`config.mk`:
```
export PLATFORM = sky130hd
export DESIGN_NAME = cachel2
export DESIGN_NICKNAME = d
export VERILOG_FILES = /design/src/rtl/cache_pkg.sv /design/src/rtl/cachel2_array.sv /design/src/rtl/cachel2.sv
export SDC_FILE = /design/constraint.sdc
export NUM_CORES = 1
export LEC_CHECK = 0
export BUFFER_PORTS_ARGS = -buffer_cell sky130_fd_sc_hd__buf_2
export CORE_UTILIZATION = 60
export DETAILED_ROUTE_END_ITERATION = 16
export PLACE_DENSITY_LB_ADDON = 0.3
export SYNTH_ARGS = -nofsm -noshare
export SYNTH_HDL_FRONTEND = slang
export SYNTH_SLANG_ARGS = --single-unit
```
`constraint.sdc`:
```
create_clock -name clock -period 14.1 [get_ports clock]
set_clock_uncertainty 0.1 [all_clocks]
set_input_delay 0 -clock clock [delete_from_list [all_inputs] [get_ports clock]]
set_output_delay 0 -clock clock [all_outputs]
set_load 0.02 [all_outputs]
```
`src/rtl/cache_pkg.sv`:
```
// Shared definitions for the L2 cache: entry field positions, FSM states,
// array write operations and the reserved tag.
package cache_pkg;

  localparam int ENTRY_W  = 14;
  localparam int V_B      = 13;
  localparam int LRU_B    = 12;
  localparam int D_B      = 11;
  localparam int TAG_MSB  = 10;
  localparam int TAG_LSB  = 3;
  localparam int DATA_MSB = 2;
  localparam int DATA_LSB = 0;

  localparam logic [7:0] RSV_TAG = 8'h00;

  typedef enum logic [2:0] {
    S_IDLE,
    S_WBACK,
    S_LOOKUP,
    S_EVICT,
    S_FETCH,
    S_RESPOND
  } state_t;

  typedef enum logic [1:0] {
    OP_TOUCH,
    OP_WDATA,
    OP_FILL
  } wr_op_t;

endpackage

```
`src/rtl/cachel2_array.sv`:
```
// 8-set x 2-way entry storage with combinational hit/victim lookup and a
// single write port for install, data update and LRU update.
module cachel2_array
  import cache_pkg::*;
#(
  parameter int INDEX_W = 3,
  parameter int TAG_W   = 8,
  parameter int DATA_W  = 3
) (
  input  logic               clock,
  input  logic               reset,
  input  logic [INDEX_W-1:0] lk_idx,
  input  logic [TAG_W-1:0]   lk_tag,
  output logic               hit,
  output logic               hit_way,
  output logic [DATA_W-1:0]  hit_data,
  output logic               vic_way,
  output logic               vic_valid,
  output logic               vic_dirty,
  output logic [TAG_W-1:0]   vic_tag,
  output logic [DATA_W-1:0]  vic_data,
  input  logic               wr_en,
  input  wr_op_t             wr_op,
  input  logic [INDEX_W-1:0] wr_idx,
  input  logic               wr_way,
  input  logic [TAG_W-1:0]   wr_tag,
  input  logic [DATA_W-1:0]  wr_data
);

  localparam int SETS = 1 << INDEX_W;

  logic [ENTRY_W-1:0] ent [SETS][2];
  logic [ENTRY_W-1:0] e0, e1, ve;
  logic               h0, h1;

  always_comb begin
    e0        = ent[lk_idx][0];
    e1        = ent[lk_idx][1];
    h0        = e0[V_B] && (e0[TAG_MSB:TAG_LSB] == lk_tag);
    h1        = e1[V_B] && (e1[TAG_MSB:TAG_LSB] == lk_tag);
    hit       = h0 || h1;
    hit_way   = !h0;
    hit_data  = h0 ? e0[DATA_MSB:DATA_LSB] : e1[DATA_MSB:DATA_LSB];
    // At most one way carries LRU=1, so way 0's bit alone picks the victim.
    vic_way   = e0[LRU_B];
    ve        = vic_way ? e1 : e0;
    vic_valid = ve[V_B];
    vic_dirty = ve[D_B];
    vic_tag   = ve[TAG_MSB:TAG_LSB];
    vic_data  = ve[DATA_MSB:DATA_LSB];
  end

  always_ff @(posedge clock or posedge reset) begin
    if (reset) begin
      for (int s = 0; s < SETS; s++) begin
        ent[s][0] <= '0;
        ent[s][1] <= '0;
      end
    end else if (wr_en) begin
      case (wr_op)
        OP_FILL: ent[wr_idx][wr_way] <= {1'b1, 1'b1, 1'b0, wr_tag, wr_data};
        OP_WDATA: begin
          ent[wr_idx][wr_way][DATA_MSB:DATA_LSB] <= wr_data;
          ent[wr_idx][wr_way][D_B]               <= 1'b1;
          ent[wr_idx][wr_way][LRU_B]             <= 1'b1;
        end
        default: ent[wr_idx][wr_way][LRU_B] <= 1'b1;
      endcase
      ent[wr_idx][~wr_way][LRU_B] <= 1'b0;
    end
  end

endmodule

```
`src/rtl/cachel2.sv`:
```
// Inclusive 2-way write-back L2: serves L1 misses, absorbs L1 write-backs,
// back-invalidates replaced lines and talks to memory over req/ack.
module cachel2
  import cache_pkg::*;
#(
  parameter int INDEX_W = 3,
  parameter int TAG_W   = 8,
  parameter int DATA_W  = 3
) (
  input  logic                        clock,
  input  logic                        reset,
  input  logic                        missin,
  input  logic [INDEX_W-1:0]          addin,
  input  logic [TAG_W+DATA_W-1:0]     datain,
  input  logic                        wback,
  input  logic [INDEX_W+TAG_W+DATA_W-1:0] wbackdata,
  output logic                        missout,
  output logic [TAG_W+DATA_W-1:0]     dataout,
  output logic                        inval,
  output logic [TAG_W+INDEX_W-1:0]    invaddr,
  output logic                        mem_req,
  output logic                        mem_we,
  output logic [TAG_W+INDEX_W-1:0]    mem_addr,
  output logic [DATA_W-1:0]           mem_wdata,
  input  logic                        mem_ack,
  input  logic [DATA_W-1:0]           mem_rdata
);

  localparam int LW = TAG_W + DATA_W;
  localparam int WW = INDEX_W + LW;

  state_t              state, nstate;
  logic [INDEX_W-1:0]  req_idx, n_req_idx;
  logic [TAG_W-1:0]    req_tag, n_req_tag;
  logic [WW-1:0]       wb_cur, n_wb_cur, wb_buf;
  logic                wb_full, take_wb;

  logic                n_missout, n_inval, n_mem_req, n_mem_we;
  logic [LW-1:0]       n_dataout;
  logic [TAG_W+INDEX_W-1:0] n_invaddr, n_mem_addr;
  logic [DATA_W-1:0]   n_mem_wdata;

  logic [INDEX_W-1:0]  lk_idx, wr_idx;
  logic [TAG_W-1:0]    lk_tag, wr_tag, vic_tag;
  logic                hit, hit_way, vic_way, vic_valid, vic_dirty, wr_en, wr_way;
  logic [DATA_W-1:0]   hit_data, vic_data, wr_data;
  wr_op_t              wr_op;
  logic                unused_datain;

  assign unused_datain = ^datain[DATA_W-1:0];

  assign lk_idx = (state == S_WBACK) ? wb_cur[WW-1 -: INDEX_W] : req_idx;
  assign lk_tag = (state == S_WBACK) ? wb_cur[LW-1 -: TAG_W]   : req_tag;

  cachel2_array #(.INDEX_W(INDEX_W), .TAG_W(TAG_W), .DATA_W(DATA_W)) u_array (
    .clock    (clock),
    .reset    (reset),
    .lk_idx   (lk_idx),
    .lk_tag   (lk_tag),
    .hit      (hit),
    .hit_way  (hit_way),
    .hit_data (hit_data),
    .vic_way  (vic_way),
    .vic_valid(vic_valid),
    .vic_dirty(vic_dirty),
    .vic_tag  (vic_tag),
    .vic_data (vic_data),
    .wr_en    (wr_en),
    .wr_op    (wr_op),
    .wr_idx   (wr_idx),
    .wr_way   (wr_way),
    .wr_tag   (wr_tag),
    .wr_data  (wr_data)
  );

  always_comb begin
    nstate      = state;
    n_req_idx   = req_idx;
    n_req_tag   = req_tag;
    n_wb_cur    = wb_cur;
    take_wb     = 1'b0;
    n_missout   = 1'b1;
    n_dataout   = dataout;
    n_inval     = 1'b0;
    n_invaddr   = invaddr;
    n_mem_req   = mem_req;
    n_mem_we    = mem_we;
    n_mem_addr  = mem_addr;
    n_mem_wdata = mem_wdata;
    wr_en       = 1'b0;
    wr_op       = OP_TOUCH;
    wr_idx      = lk_idx;
    wr_way      = hit_way;
    wr_tag      = lk_tag;
    wr_data     = mem_rdata;

    case (state)
      S_IDLE: begin
        if (wb_full || wback) begin
          take_wb  = 1'b1;
          n_wb_cur = wb_full ? wb_buf : wbackdata;
          nstate   = S_WBACK;
        end else if (missin) begin
          n_req_idx = addin;
          n_req_tag = datain[LW-1 -: TAG_W];
          nstate    = S_LOOKUP;
        end
      end
      S_WBACK: begin
        if (hit) begin
          wr_en   = 1'b1;
          wr_op   = OP_WDATA;
          wr_data = wb_cur[DATA_W-1:0];
          nstate  = S_IDLE;
        end else if (!mem_req) begin
          // Line not held here: push it straight through to memory.
          n_mem_req   = 1'b1;
          n_mem_we    = 1'b1;
          n_mem_addr  = {lk_tag, lk_idx};
          n_mem_wdata = wb_cur[DATA_W-1:0];
        end else if (mem_ack) begin
          n_mem_req = 1'b0;
          n_mem_we  = 1'b0;
          nstate    = S_IDLE;
        end
      end
      S_LOOKUP: begin
        if (hit) begin
          wr_en     = 1'b1;
          n_missout = 1'b0;
          n_dataout = {req_tag, hit_data};
          nstate    = S_RESPOND;
        end else begin
          if (vic_valid) begin
            n_inval   = 1'b1;
            n_invaddr = {vic_tag, req_idx};
          end
          n_mem_req = 1'b1;
          if (vic_valid && vic_dirty) begin
            n_mem_we    = 1'b1;
            n_mem_addr  = {vic_tag, req_idx};
            n_mem_wdata = vic_data;
            nstate      = S_EVICT;
          end else begin
            n_mem_we   = 1'b0;
            n_mem_addr = {req_tag, req_idx};
            nstate     = S_FETCH;
          end
        end
      end
      S_EVICT: begin
        if (mem_ack) begin
          n_mem_req = 1'b0;
          n_mem_we  = 1'b0;
          nstate    = S_FETCH;
        end
      end
      S_FETCH: begin
        if (!mem_req) begin
          n_mem_req  = 1'b1;
          n_mem_we   = 1'b0;
          n_mem_addr = {req_tag, req_idx};
        end else if (mem_ack) begin
          n_mem_req = 1'b0;
          // The set is untouched since LOOKUP, so vic_way is still the victim.
          if (req_tag != RSV_TAG) begin
            wr_en   = 1'b1;
            wr_op   = OP_FILL;
            wr_way  = vic_way;
            wr_tag  = req_tag;
            wr_data = mem_rdata;
          end
          n_missout = 1'b0;
          n_dataout = {req_tag, mem_rdata};
          nstate    = S_RESPOND;
        end
      end
      S_RESPOND: nstate = S_IDLE;
      default:   nstate = S_IDLE;
    endcase
  end

  always_ff @(posedge clock or posedge reset) begin
    if (reset) begin
      state     <= S_IDLE;
      req_idx   <= '0;
      req_tag   <= '0;
      wb_cur    <= '0;
      wb_buf    <= '0;
      wb_full   <= 1'b0;
      missout   <= 1'b1;
      dataout   <= '0;
      inval     <= 1'b0;
      invaddr   <= '0;
      mem_req   <= 1'b0;
      mem_we    <= 1'b0;
      mem_addr  <= '0;
      mem_wdata <= '0;
    end else begin
      state     <= nstate;
      req_idx   <= n_req_idx;
      req_tag   <= n_req_tag;
      wb_cur    <= n_wb_cur;
      missout   <= n_missout;
      dataout   <= n_dataout;
      inval     <= n_inval;
      invaddr   <= n_invaddr;
      mem_req   <= n_mem_req;
      mem_we    <= n_mem_we;
      mem_addr  <= n_mem_addr;
      mem_wdata <= n_mem_wdata;
      if (take_wb) begin
        wb_full <= wb_full && wback;
        if (wb_full && wback) wb_buf <= wbackdata;
      end else if (wback && state != S_IDLE) begin
        wb_full <= 1'b1;
        wb_buf  <= wbackdata;
      end
    end
  end

  wback_overrun: assert property (@(posedge clock) disable iff (reset)
    !(wback && wb_full && state != S_IDLE));

endmodule
```
# Word-level counts from Yosys, hierarchy flattened
# Index checks and enable logic that the tools add are counted.
totals:
  regBits: 307
  out_inout_bits: 40
  wordCells: 201
classes:
  order_cmp: 6
  eq_ne: 21
  muxes: 103
  bitwise_logic: 11
  n_reduce_logical: 30
op_table:
  columns: ["operator", "n"]
  rows:
  - ["$or A224 B224 Y224", 3]
  - ["$bwmux W224", 2]
  - ["$pmux W224 S2", 1]
  - ["$demux W28 S3", 5]
  - ["$and A224 B224 Y224", 1]
  - ["$mux W224", 1]
  - ["$not A224 Y224", 1]
  - ["$mux W28", 7]
  - ["$mux W11", 8]
  - ["$bmux W28 S3", 1]
  - ["$mux W14", 6]
  - ["$demux W14 S1", 5]
  - ["$mux W3", 19]
  - ["$mux W8", 5]
  - ["$pmux W11 S3", 1]
  - ["$mux W1", 28]
  - ["$mux W13", 2]
  - ["$pmux W11 S2", 1]
  - ["$ne A2 B2 Y1 const B", 9]
  - ["$eq A8 B8 Y1", 2]
  - ["$pmux W3 S5", 1]
  - ["$mux W12", 1]
  - ["$reduce_and A4 Y1", 3]
  - ["$reduce_and A5 Y1", 2]
  - ["31 further kinds", 56]

# Logic depth before layout (Yosys ltp)
# Gate-level depths: netlist of run 1.
logic_depth:
  ltp_word: 26
  depth_mapped: 20
  ltp_nobuf: 15

# Cells and area by module
# A second synthesis of run 1 with hierarchy kept.
hier_totals:
  hier_cells: 1180
  hier_area_um2: 14440.1
modules_own_cells:
  columns: ["mod", "n_inst", "cells_per_inst", "area_per_inst_um2"]
  rows:
  - ["cachel2_array", 1, 818, 10256.1]
  - ["cachel2", 1, 362, 4184.0]

# Worst setup path before layout of run 1
# No wires, ideal clock.
synth_timing:
  kind: "register to register"
  startpoint: "register state[1]"
  endpoint: "register u_array.ent[220] (netlist name)"
  setup_ns: 0.066
  t_arrival_ns: 4.735
  required_time_ns: 13.934
  setup_slack_ns: 9.199
  stages_incl_launch_ff: 19
  path_buffers: 3
  synth_period_minus_slack_ns: 4.901
  path_cell_list: "dfrtp_1 -> or3b_1 -> buf_2 -> mux2_2 -> clkbuf_1 -> o221ai_1 -> a211oi_1 -> xnor2_1 -> nor3_1 -> or4b_1 -> buf_2 -> a21oi_4 -> inv_1 -> ha_1 -> inv_1 -> a32oi_1 -> nor2_1 -> o21ai_1 -> a22o_1"
synth_between:
  elab_chain_len: 24
synth_lines:
  columns: ["item", "line_no", "text"]
  rows:
  - ["from (decl)", "cachel2.sv:32", "state_t state, nstate;"]
  - ["from (signal assigned)", "cachel2.sv:200", "state <= nstate;"]
  - ["$eq A3 B1 Y1", "cachel2.sv:52, cachel2.sv:53, cachel2.sv:97", null]
  - ["$mux W3", "cachel2.sv:52", "assign lk_idx = (state == S_WBACK) ? wb_cur[WW-1 -: INDEX_W] : req_idx;"]
  - ["$not A3 Y4", null, null]
  - ["$bmux W28 S3", "cachel2_array.sv:37, cachel2_array.sv:38", null]
  - ["$mux W28 (implied by the code) (2 in a row)", "cachel2_array.sv:37", "e0 = ent[lk_idx][0];"]
  - ["$eq A8 B8 Y1", "cachel2_array.sv:39", "h0 = e0[V_B] && (e0[TAG_MSB:TAG_LSB] == lk_tag);"]
  - ["$logic_and A1 B1 Y1", "cachel2_array.sv:39", null]
  - ["$logic_not A1 Y1", "cachel2_array.sv:42", "hit_way = !h0;"]
  - ["[7 not listed]", null, null]
  - ["$mux W14 (implied by the code)", "cachel2_array.sv:61", "OP_FILL: ent[wr_idx][wr_way] <= {1'b1, 1'b1, 1'b0, wr_tag, wr_data};"]
  - ["$demux W14 S1", "cachel2_array.sv:61", null]
  - ["$mux W28 (implied by the code)", "cachel2_array.sv:61", null]
  - ["$demux W28 S3", "cachel2_array.sv:61", null]
  - ["$bwmux W224", "cachel2_array.sv:61", null]
  - ["$pmux W224 S2", "cachel2_array.sv:60", "case (wr_op)"]
  - ["$mux W224", "cachel2_array.sv:59", "end else if (wr_en) begin"]
  - ["$and A224 B224 Y224 (no source line)", null, null]
  - ["to (signal, indexed assignment)", "cachel2_array.sv:61", null]
  - ["to (signal, indexed assignment)", "cachel2_array.sv:63", "ent[wr_idx][wr_way][DATA_MSB:DATA_LSB] <= wr_data;"]
  - ["to (decl)", "cachel2_array.sv:32", "logic [ENTRY_W-1:0] ent [SETS][2];"]
# Parallel ways exist; a longest one is shown, timed or not. The select of a mux whose other input is x is not followed.
# A chain may end at the register's enable or synchronous reset.

# Final worst setup path of run 1
layout_timing:
  startpoint: "register state[1]"
  endpoint: "register u_array.ent[218] (netlist name)"
# Same word-level chain as after synthesis.

==> impl_metrics.ini, run 1 <==
[outcome]
status = completed

[floorplanning]
die_y_um = 160
die_w_um = 160
initial_core_util_pct = 61.4
die_area_sq_um = 25700
rows = 57
ios = 76
fp.coreArea_sq_um = 24500

[global_routing]
use_met3_pct = 7.58
grt_usage_pct = 37.3
grt_pass1_wl_um = 73100
grt_util_met2_pct = 54.8
busiest_layer = met2
grt_start_max_net_pins = 186
grt_overflow_total = 0
use_met1_pct = 52.6
antenna_found_initial = 0
grt_pass1_vias = 12500

[synthesis]
ys_types = 78
ys_seq_elements = 299
ys_seq_area_share_pct = 49.8
synth_warnings = 0
synthFlopType = dfrtp_1
post_synth.cell_area_avg_sq_um = 10.8
synthArstFlopShare_pct = 100
synth_nets = 1427
synth_edf_count = 0
synthCells = 1389
netlist_area_sq_um = 15000

[place]
placedCellCount = 1728
io_buffers = 72
hpwl_um = 30000
finalWeightedCongestion = 0.962
place_ws_ps = 6080

[power_and_ir_drop]
power.leakage_nw = 7.62
vdd_drop_max_mv = 0.146
power_density_nw_per_um2 = 226

[clocking]
htreeDepth = 1
clk_latency_ps = 560
clockRootBuffer = clkbuf_16
cts.path.max_buffers = 3
post_cts_buffers = 0
hold_buffers = 33
clkTransAtPathRegs_ps = 60
cts_resized = 0
numClockSinks = 299
cts_made_buffers = 31
cts_tree = yes

[sta]
finalHoldViolations = 0
rsz0062_at_grt = no
maxSlewHeadroom_pct = 9.66
fin_hold_ws_ps = 1.14
worst_pin_slew_ps = 1360
max_freq_mhz = 120
min_period_over_period_pct = 59.3
drv_slew = 0
min_period_ps = 8360
setup_violations = 0
layout_setup_ws_ps = 5740
fin_tns_setup_ps = 0

[setup_path]
cpMaxStageDelayCell = nor4_1
cp-startpoint = state[1]$_DFFE_PP0P_
cp_max_fo = 65
cp_cell_sequence = or3b_4, buf_4, mux2i_4, o22ai_1, nor4_1, xnor2_1, or4b_1, a21oi_4, inv_1, ha_1, inv_1, a32oi_1, nor2_1, buf_4, o21ai_1, a22o_1
crit_required_ps = 14490
rr_startpoint = state[1]$_DFFE_PP0P_
cp-start-kind = flip-flop
path_class = flip-flop to flip-flop
endpoint_kind = flip-flop
cp.arrival_ps = 8760
slowest_delay_ps = 970

[job]
drv_cap = 0

[worst_hold_path]
hp-class = input port to asynchronous set/reset pin

[routing]
wl_um = 47600
wl_per_cell_um = 26.2
detail_route.iter0.violations = 1759
first_pass_iters = 6
routed_via_density = 6.97
drt.antenna.violating_nets = 0
num_vias = 12700
drc = 0

[final_layout]
area_growth_pct = 13.3
stdcell_count = 1817
final_util_pct = 69.6
num-nets-final = 1508
drive_gt1_share_pct = 19.0
## layout by cell type (no fill, tap or decap), types with 31 or more instances in the layout
master / count
a211oi_1: 54
a21oi_1: 68
a22o_1: 121
buf_2: 72
buf_4: 38
clkbuf_16: 31
dfrtp_1: 296
dlygate4sd3_1: 33
mux2_2: 76
mux2i_1: 83
nand2_1: 89
nor2_1: 121
o21ai_0: 37
## per-layer routing
metal	vias to the layer above	wire, um
met5	-	0
met4	0	2380
met3	187	5030
met2	857	21100
met1	6236	19100
li1	5392	-
## logic make-up (layout without fill, tap and decap cells)
| logic type | Yosys count | after routing | share of synthesized area [%] |
|---|---|---|---|
| other | 0 | 1 | 0 |
| AND/OR/NAND/NOR | 349 | 349 | 11.5 |
| adder cells (fa/ha/maj) | 3 | 3 | 0.233 |
| XOR/XNOR | 16 | 16 | 0.932 |
| flip-flops | 299 | 299 | 49.8 |
| multiplexers | 166 | 166 | 12.3 |
| buffers and inverters | 112 | 215 | 3.43 |
| AO/OA/AOI/OAI | 444 | 444 | 21.8 |
## through the flow
stage	area, sq um	power, mW
global route	17000	3.97
detailed placement	15700	2.93
CTS	17000	3.77
floorplan	15000	2.37
finish	17000	3.85
global placement	15700	2.89
## cells in the mapped netlist (6+ instances only)
cell type  count  share of area [%]
nor3_1        12               0.40
o221ai_1      11               0.64
o21ai_2        8               0.47
a22o_1       121                7.1
nor2b_1       27                1.1
clkbuf_1      50                1.2
nor2_1       123                3.1
nand3_1       30                1.0
nand2_1       89                2.2
buf_6          6               0.45
nand2b_1       7               0.29
o22ai_1       28                1.2
inv_1         15               0.37
a22oi_1        7               0.35
nor3b_1       11               0.55
xnor2_1        9               0.52
o2bb2ai_1     11               0.64
mux2_2        76                5.7
xor2_1         7               0.41
mux2i_1       83                5.5
dfrtp_1      298                 50
o21ai_0       37                1.2
nor4_1         6               0.25
o21bai_1       7               0.35
o21a_1        17               0.85
a21oi_1       68                2.3
buf_2         34                1.1
o211ai_1       6               0.30
a31oi_1       15               0.62
a222oi_1       9               0.60
a221oi_1       8               0.47
o21ai_1        8               0.27
a211oi_1      54                2.7
## worst max-delay path: cells and delay by family (launching register included)
family          cells  cell delay, ps
fa+ha+maj           1             680
compound gates      5            2470
xor+xnor            1             230
flops               1             650
buf+inv             4            1240
simple gates        4            2130
mux                 1             710
## flip-flops by register name (all words and copies together) (netlist names), 8 cells and up
name / flops
invaddr: 11
u_array.ent: 216
wb_cur: 14
wb_buf: 14
req_tag: 8
mem_addr: 11
dataout: 11
## power breakdown
| part | internal (mW) | switching [mW] | leakage [nW] |
|---|---|---|---|
| clock network | 0.491 | 0.340 | 0.507 |
| logic | 0.674 | 1.18 | 3.19 |
| registers | 1.01 | 0.151 | 3.93 |
| total | 2.17 | 1.67 | 7.62 |
## final timing paths
check,to,slack (ps),cells past startpoint
worst max-delay path,u_array.ent[218]$_DFFE_PP0P_,5740,16
worst min-delay path,u_array.ent[154]$_DFFE_PP0P_,1,3
worst max register to register,u_array.ent[218]$_DFFE_PP0P_,5740,16
worst min register to register,u_array.ent[200]$_DFFE_PP0P_,380,2
max in group asynchronous,req_idx[0]$_DFFE_PP0P_,12290,4
min in group clock,req_tag[4]$_DFFE_PP0P_,120,3
## layout make-up
cell class                      instances  area, sq um
Sequential cell                       299         7490
Fill cell                            1785         7430
Multi-Input combinational cell        978         7050
Timing Repair Buffer                  144          996
Clock buffer                           49          943
Tap cell                              324          405
Clock inverter                          6         83.8
Inverter                               16         67.6
Antenna cell                            1         2.50
Power figures use the tool's default switching activity.
==> inputs of run 2 (changes only) <==
==> constraint.sdc (replaced) <==
create_clock -name clock -period 8.6 [get_ports clock]
set_clock_uncertainty 0.1 [all_clocks]
set_input_delay 0 -clock clock [delete_from_list [all_inputs] [get_ports clock]]
set_output_delay 0 -clock clock [all_outputs]
set_load 0.02 [all_outputs]
==> run 2 against run 1 <==
  * Setup slack got worse by 4600 ps
  * Fmax is 12% higher
  * Die area unchanged
  * Clock power is 79% higher
  * Worst hold slack improved by 89 ps
  * Via count up 1.2%
  * Wire length shrank 0.39%
  * Cell area increased by 1.1%
  * Clock-buffer cell count fell by 8
  * Critical endpoint is now u_array.ent[18]$_DFFE_PP0P_
  * Largest cell class unchanged
  * Highest routed layer unchanged
==> impl_metrics.ini, run 2 (synthesis gave the netlist of run 1 again) <==
[routing]
wl_um = 47400
drt.antenna.violating_nets = 0
drc = 0
num_vias = 12800
first_pass_iters = 6
detail_route.iter0.violations = 1926
routed_via_density = 7.00
wl_per_cell_um = 25.9

[place]
hpwl_um = 30200
placedCellCount = 1739
placed_area_sq_um = 15800
io_buffers = 72
finalWeightedCongestion = 0.961

[outcome]
status = completed

[power_and_ir_drop]
p_int_mw = 3.65
power_frac_seq_pct = 31.0
p_sw_share_pct = 43.0
power.leakage_nw = 7.72
power_density_nw_per_um2 = 372
pwr-share-comb_pct = 45.8
power_switching_mw = 2.75
vdd_drop_max_mv = 0.243
power_frac_clock_pct = 23.2

[sta]
min_period_ps = 7500
maxSlewHeadroom_pct = 18.4
max_freq_mhz = 133
worst_pin_slew_ps = 1220
rsz0062_at_grt = no
setup_violations = 0
fin_tns_setup_ps = 0
finalHoldViolations = 0
drv_slew = 0
min_period_over_period_pct = 87.2

[final_layout]
area_growth_pct = 14.5
reg_top3 = u_array.ent x216, wb_buf x14, wb_cur x14
final_common_cell = dfrtp_1
ff_latch_area_sq_um = 7490
largest_register_ffs = 216
drive_gt1_share_pct = 19.7
multi_input_area_sq_um = 7050
antenna_cells = 0
num-nets-final = 1520
largest_register = u_array.ent
fillers = 1768
layout.cell_area.non_filler_sq_um = 17200
stdcell_count = 1831
final_cell_mix = dfrtp_1 (296), nor2_1 (123), a22o_1 (121)

[clocking]
clkTransAtPathRegs_ps = 70
cts.path.max_buffers = 3
clk_latency_ps = 580
numClockSinks = 299
htreeDepth = 1
post_cts_buffers = 0
clockRootBuffer = clkbuf_16
hold_buffers = 34
cts_resized = 0
cts_tree = yes
cts_made_buffers = 31

[global_routing]
grt_overflow_total = 0
grt_pass1_vias = 12700
grt_usage_pct = 37.5
grt_pass1_wl_um = 74100
grt_start_max_net_pins = 158
antenna_found_initial = 0

[floorplanning]
ios = 76
rows = 57
die_area_sq_um = 25700
die_y_um = 160
fp.coreArea_sq_um = 24500
initial_core_util_pct = 61.4
die_w_um = 160

[setup_path]
path_delay_family = simple AND/OR/NAND/NOR gates
cp-start-kind = flip-flop
cpMaxStageDelayCell = nor4_1
cp_max_fo = 40
cp_cell_sequence = or3b_4, mux2i_4, o22ai_1, nor4_1, xor2_1, nand4_1, or4b_1, a21oi_4, inv_1, ha_1, inv_1, a32oi_1, nor2_1, buf_4, o21ai_2, a22o_1
crit_required_ps = 9000
cp_common_cell = inv_1
slowest_delay_ps = 800
path_class = flip-flop to flip-flop
cp.arrival_ps = 7900
critPathBufInv = 3
endpoint_kind = flip-flop

[worst_hold_path]
hp-class = input port to asynchronous set/reset pin

[job]
drv_cap = 0
==> run 2: power by group through the flow <==
stage	sequential, mW	combinational [mW]	clock (mW)
after floorplan	1.91	1.98	0
after global placement	1.96	2.75	0
after detailed placement	1.97	2.79	0
after CTS	1.96	2.84	1.48
after global routing	2.00	3.09	1.53
final	1.98	2.93	1.49
==> run 2: path summary, 6_finish.rpt <==
check | from | endpoint | slack (ps) | cells past startpoint
setup / recovery | state[1]$_DFFE_PP0P_ | u_array.ent[18]$_DFFE_PP0P_ | 1100 | 16
hold / removal | reset | u_array.ent[182]$_DFFE_PP0P_ | 90 | 3
setup reg to reg | state[1]$_DFFE_PP0P_ | u_array.ent[18]$_DFFE_PP0P_ | 1100 | 16
hold reg to reg | u_array.ent[60]$_DFFE_PP0P_ | u_array.ent[60]$_DFFE_PP0P_ | 390 | 1
max in group asynchronous | reset | u_array.ent[34]$_DFFE_PP0P_ | 6810 | 4
min in group clock | datain[5] | req_tag[2]$_DFFE_PP0P_ | 90 | 3
==> run 2: through the flow <==
stage               setup slack, ps  utilization, %  hold WS, ps  power (mW)
detailed placement             1370            64.4          136        4.76
CTS                            1350            70.4         89.2        6.28
floorplan                       241               -         16.8        3.88
global placement               1580            64.4          130        4.71
global route                    779            70.4          109        6.62
finish                         1100            70.4         90.6        6.40
==> run 2: area by class of cell <==
cell class | instances | share of cell area [%]
clock buffers | 41 | 4.90
repair buffers | 156 | 6.32
inverters | 16 | 0.392
multi-input cells | 978 | 40.9
well taps | 324 | 2.35
clock inverters | 17 | 1.62
flip-flops and latches | 299 | 43.5
==> run 2: worst reg2reg max path: stages, from the launching register on <==
cell	delay (ps)
dfrtp_1	670
or3b_4	720
mux2i_4	720
o22ai_1	190
nor4_1	800
xor2_1	230
nand4_1	180
or4b_1	730
a21oi_4	330
inv_1	100
ha_1	680
inv_1	210
a32oi_1	780
nor2_1	80
buf_4	240
o21ai_2	440
a22o_1	220
==> run 2: routing by layer <==
layer  GRT usage [%]  vias up  wire (um)
li1                -     5407          -
met1            53.1     6382      18900
met2            56.3      850      21100
met3            6.68      180       5180
met4            17.7        0       2340
met5               0        -          0
==> inputs of run 3 (changes only) <==
--- a/config.mk
+++ b/config.mk
@@ -5,8 +5,10 @@
 export SDC_FILE = /design/constraint.sdc
 export NUM_CORES = 1
 export LEC_CHECK = 0
+export ABC_AREA = 1
 export BUFFER_PORTS_ARGS = -buffer_cell sky130_fd_sc_hd__buf_2
 export CORE_UTILIZATION = 60
+export CTS_CLUSTER_SIZE = 40
 export DETAILED_ROUTE_END_ITERATION = 16
 export PLACE_DENSITY_LB_ADDON = 0.3
 export SYNTH_ARGS = -nofsm -noshare
==> run 3 against run 2 <==
  * Sequential power fell by 12%
  * Cell area grew 3.2%
  * Synthesized cell count rose by 56%
  * First-iteration DRC count decreased by 0.16%
==> impl_metrics.ini, run 3 <==
[final_layout]
largest_register = u_array.ent
final_common_cell = nand2_1
num-nets-final = 2278
largest_register_ffs = 216
area_growth_pct = 12.2
layout.cell_area.non_filler_sq_um = 17800
final_cell_mix = nand2_1 (938), dfrtp_1 (298), inv_1 (218)
drive_gt1_share_pct = 9.55
antenna_cells = 0
reg_top3 = u_array.ent x216, wb_buf x14, wb_cur x14

[setup_path]
regToRegEndpoint = u_array.ent[123]$_DFFE_PP0P_
cp-start-kind = flip-flop
endpoint_kind = flip-flop
cp_max_fo = 57
reg2reg_depth = 21
crit_required_ps = 8950
path_class = flip-flop to flip-flop
ff2ff_setup_slack_ps = 2040
cp.arrival_ps = 6910
rr_startpoint = state[2]$_DFFE_PP0P_

[clocking]
clkTransAtPathRegs_ps = 60
post_cts_buffers = 0
clk_latency_ps = 520
cts_made_buffers = 34
cts_tree = yes
htreeDepth = 2
clockRootBuffer = clkbuf_16
numClockSinks = 299
cts.path.max_buffers = 3

[place]
hpwl_um = 30000
finalWeightedCongestion = 0.925
placed_area_sq_um = 16200
io_buffers = 72
place_ws_ps = 2310

[power_and_ir_drop]
vdd_drop_max_mv = 0.605
pwr-share-comb_pct = 47.7
power_density_nw_per_um2 = 354
power_switching_mw = 3.03
power.leakage_nw = 9.61
power_frac_seq_pct = 27.8
power_frac_clock_pct = 24.5
p_int_mw = 3.26
p_sw_share_pct = 48.2

[routing]
routed_via_density = 5.76
wl_um = 46300
detail_route.iter0.violations = 1923
num_vias = 15000
drc = 0
drt.antenna.violating_nets = 0
wl_per_cell_um = 17.8
first_pass_iters = 5

[synthesis]
ys_seq_area_share_pct = 47.3
netlist_area_sq_um = 15800
synth_compound_area_share_pct = 9.37
synth_top_area_cell = dfrtp_1
synthArstFlopShare_pct = 100
synth_top_family_by_area = simple AND/OR/NAND/NOR gates
synth_edf_count = 0
synth_nets = 2211
yosys.area_share.adder_pct = 0.158
synth_xor_area_share_pct = 0
yosys-top-cells-area = dfrtp_1 (47%), nand2_1 (22%), inv_1 (5.2%), o21ai_0 (5.0%), nand3_1 (4.4%)
synth_most_common_cell = nand2_1
ys_seq_elements = 299
synthSimpleGateAreaFrac_pct = 35.0
ys_types = 42
synth_warnings = 0
synth_commonest_cells = nand2_1 (938), dfrtp_1 (298), inv_1 (219)
post_synth.cell_area_avg_sq_um = 7.28
synthMuxAreaShare_pct = 0
synthFlopType = dfrtp_1
synthCells = 2173
synth_top_area_share_pct = 47.1

[outcome]
status = completed

[global_routing]
antenna_found_initial = 0
grt_pass1_wl_um = 73100
grt_usage_pct = 34.9
grt_pass1_vias = 13900
grt_overflow_total = 0
grt_start_max_net_pins = 161

[worst_hold_path]
hp-class = input port to asynchronous set/reset pin

[sta]
min_period_over_period_pct = 76.3
min_period_ps = 6560
fin_tns_setup_ps = 0
worst_pin_slew_ps = 1200
maxSlewHeadroom_pct = 19.6
setup_violations = 0
drv_slew = 0
layout_setup_ws_ps = 2040
rsz0062_at_grt = no
finalHoldViolations = 0
max_freq_mhz = 152
fin_hold_ws_ps = 157

[floorplanning]
rows = 59
fp.coreArea_sq_um = 26000
die_y_um = 164
ios = 76
initial_core_util_pct = 60.9
die_w_um = 164
die_area_sq_um = 27000

[job]
drv_cap = 0
[run 3: changes by cell type after synthesis, sizes merged, moves of 14 or more]
cell	change
o21ai	+124
a21oi	-20
nand2	+884
nand3	+122
o21a	-15
inv	+211
a211oi	-54
nor2b	-27
a31oi	-14
mux2i	-86
a22o	-121
mux2	-76
clkbuf	-15
[run 3: cells by family after synthesis]
group,after synthesis
and+or+nand+nor,1286
buffers and inverters,313
DFF,299
AOI/OAI and AO/OA,273
adders and majority gates,2
[run 3: worst max-delay path, stage by stage (launching register included)]
cell	delay, ps
dfrtp_1	450
inv_2	160
nand3_4	280
nand2_1	150
nand2_1	630
nor2_1	1090
nand3_1	180
nand2_1	150
nor3_1	60
nor2_1	170
nand3_1	110
nor2_2	190
nand2_2	150
nand2_2	270
nand2_4	130
ha_2	210
buf_4	310
nor2_1	980
a21oi_1	70
nand2_1	400
o21ai_0	160
inv_1	70
[run 3: timing repair]
item                                   4_1_cts  5_1_grt
hold buffers                                32        0
endpoints found under the hold margin      192        0
resized for setup                            0        0
[run 3: through the flow]
step	power [mW]	std cells	utilization (%)
2_1_floorplan	3.77	2173	-
3_5_place_dp	4.64	2507	62.5
6_report	6.29	2597	68.4
5_1_grt	6.63	2597	68.4
3_3_place_gp	4.59	2507	62.5
4_1_cts	6.20	2597	68.4
[run 3: final cells by class]
cell class	instances	area (sq um)
clock buffer	51	1080
clock inverter	7	116
fill	2153	8220
inverter	235	890
multi-input combinational	1561	7040
sequential	299	7480
tap	335	419
timing repair buffer	109	731
[run 3: per-layer routing]
metal | part of all wire [%] | GRT usage (%) | up-vias
met5 | 0 | 0 | -
met4 | 3.7 | 14.6 | 0
met3 | 9.7 | 6.35 | 125
met2 | 45 | 53.5 | 778
met1 | 41 | 48.8 | 7092
li1 | - | - | 6963
[run 3: how the worst max path moves through the flow]
stage / start / endpoint / slack, ps / cells past startpoint
after floorplan: reset / dataout[0]$_DFFE_PP0P_ / 240 / 1
after global placement: state[2]$_DFFE_PP0P_ / u_array.ent[123]$_DFFE_PP0P_ / 2430 / 21
after detailed placement: state[2]$_DFFE_PP0P_ / u_array.ent[123]$_DFFE_PP0P_ / 2310 / 21
after CTS: state[2]$_DFFE_PP0P_ / u_array.ent[123]$_DFFE_PP0P_ / 2260 / 21
after global routing: state[2]$_DFFE_PP0P_ / u_array.ent[125]$_DFFE_PP0P_ / 1700 / 21
final: state[2]$_DFFE_PP0P_ / u_array.ent[123]$_DFFE_PP0P_ / 2040 / 21
[run 3: power groups by stage]
stage / combinational, mW / clock (mW) / sequential, mW
after floorplan: 1.94 / 0 / 1.83
after global placement: 2.84 / 0 / 1.76
after global routing: 3.26 / 1.61 / 1.77
final: 3.00 / 1.54 / 1.75
after detailed placement: 2.88 / 0 / 1.76
after CTS: 2.91 / 1.54 / 1.74
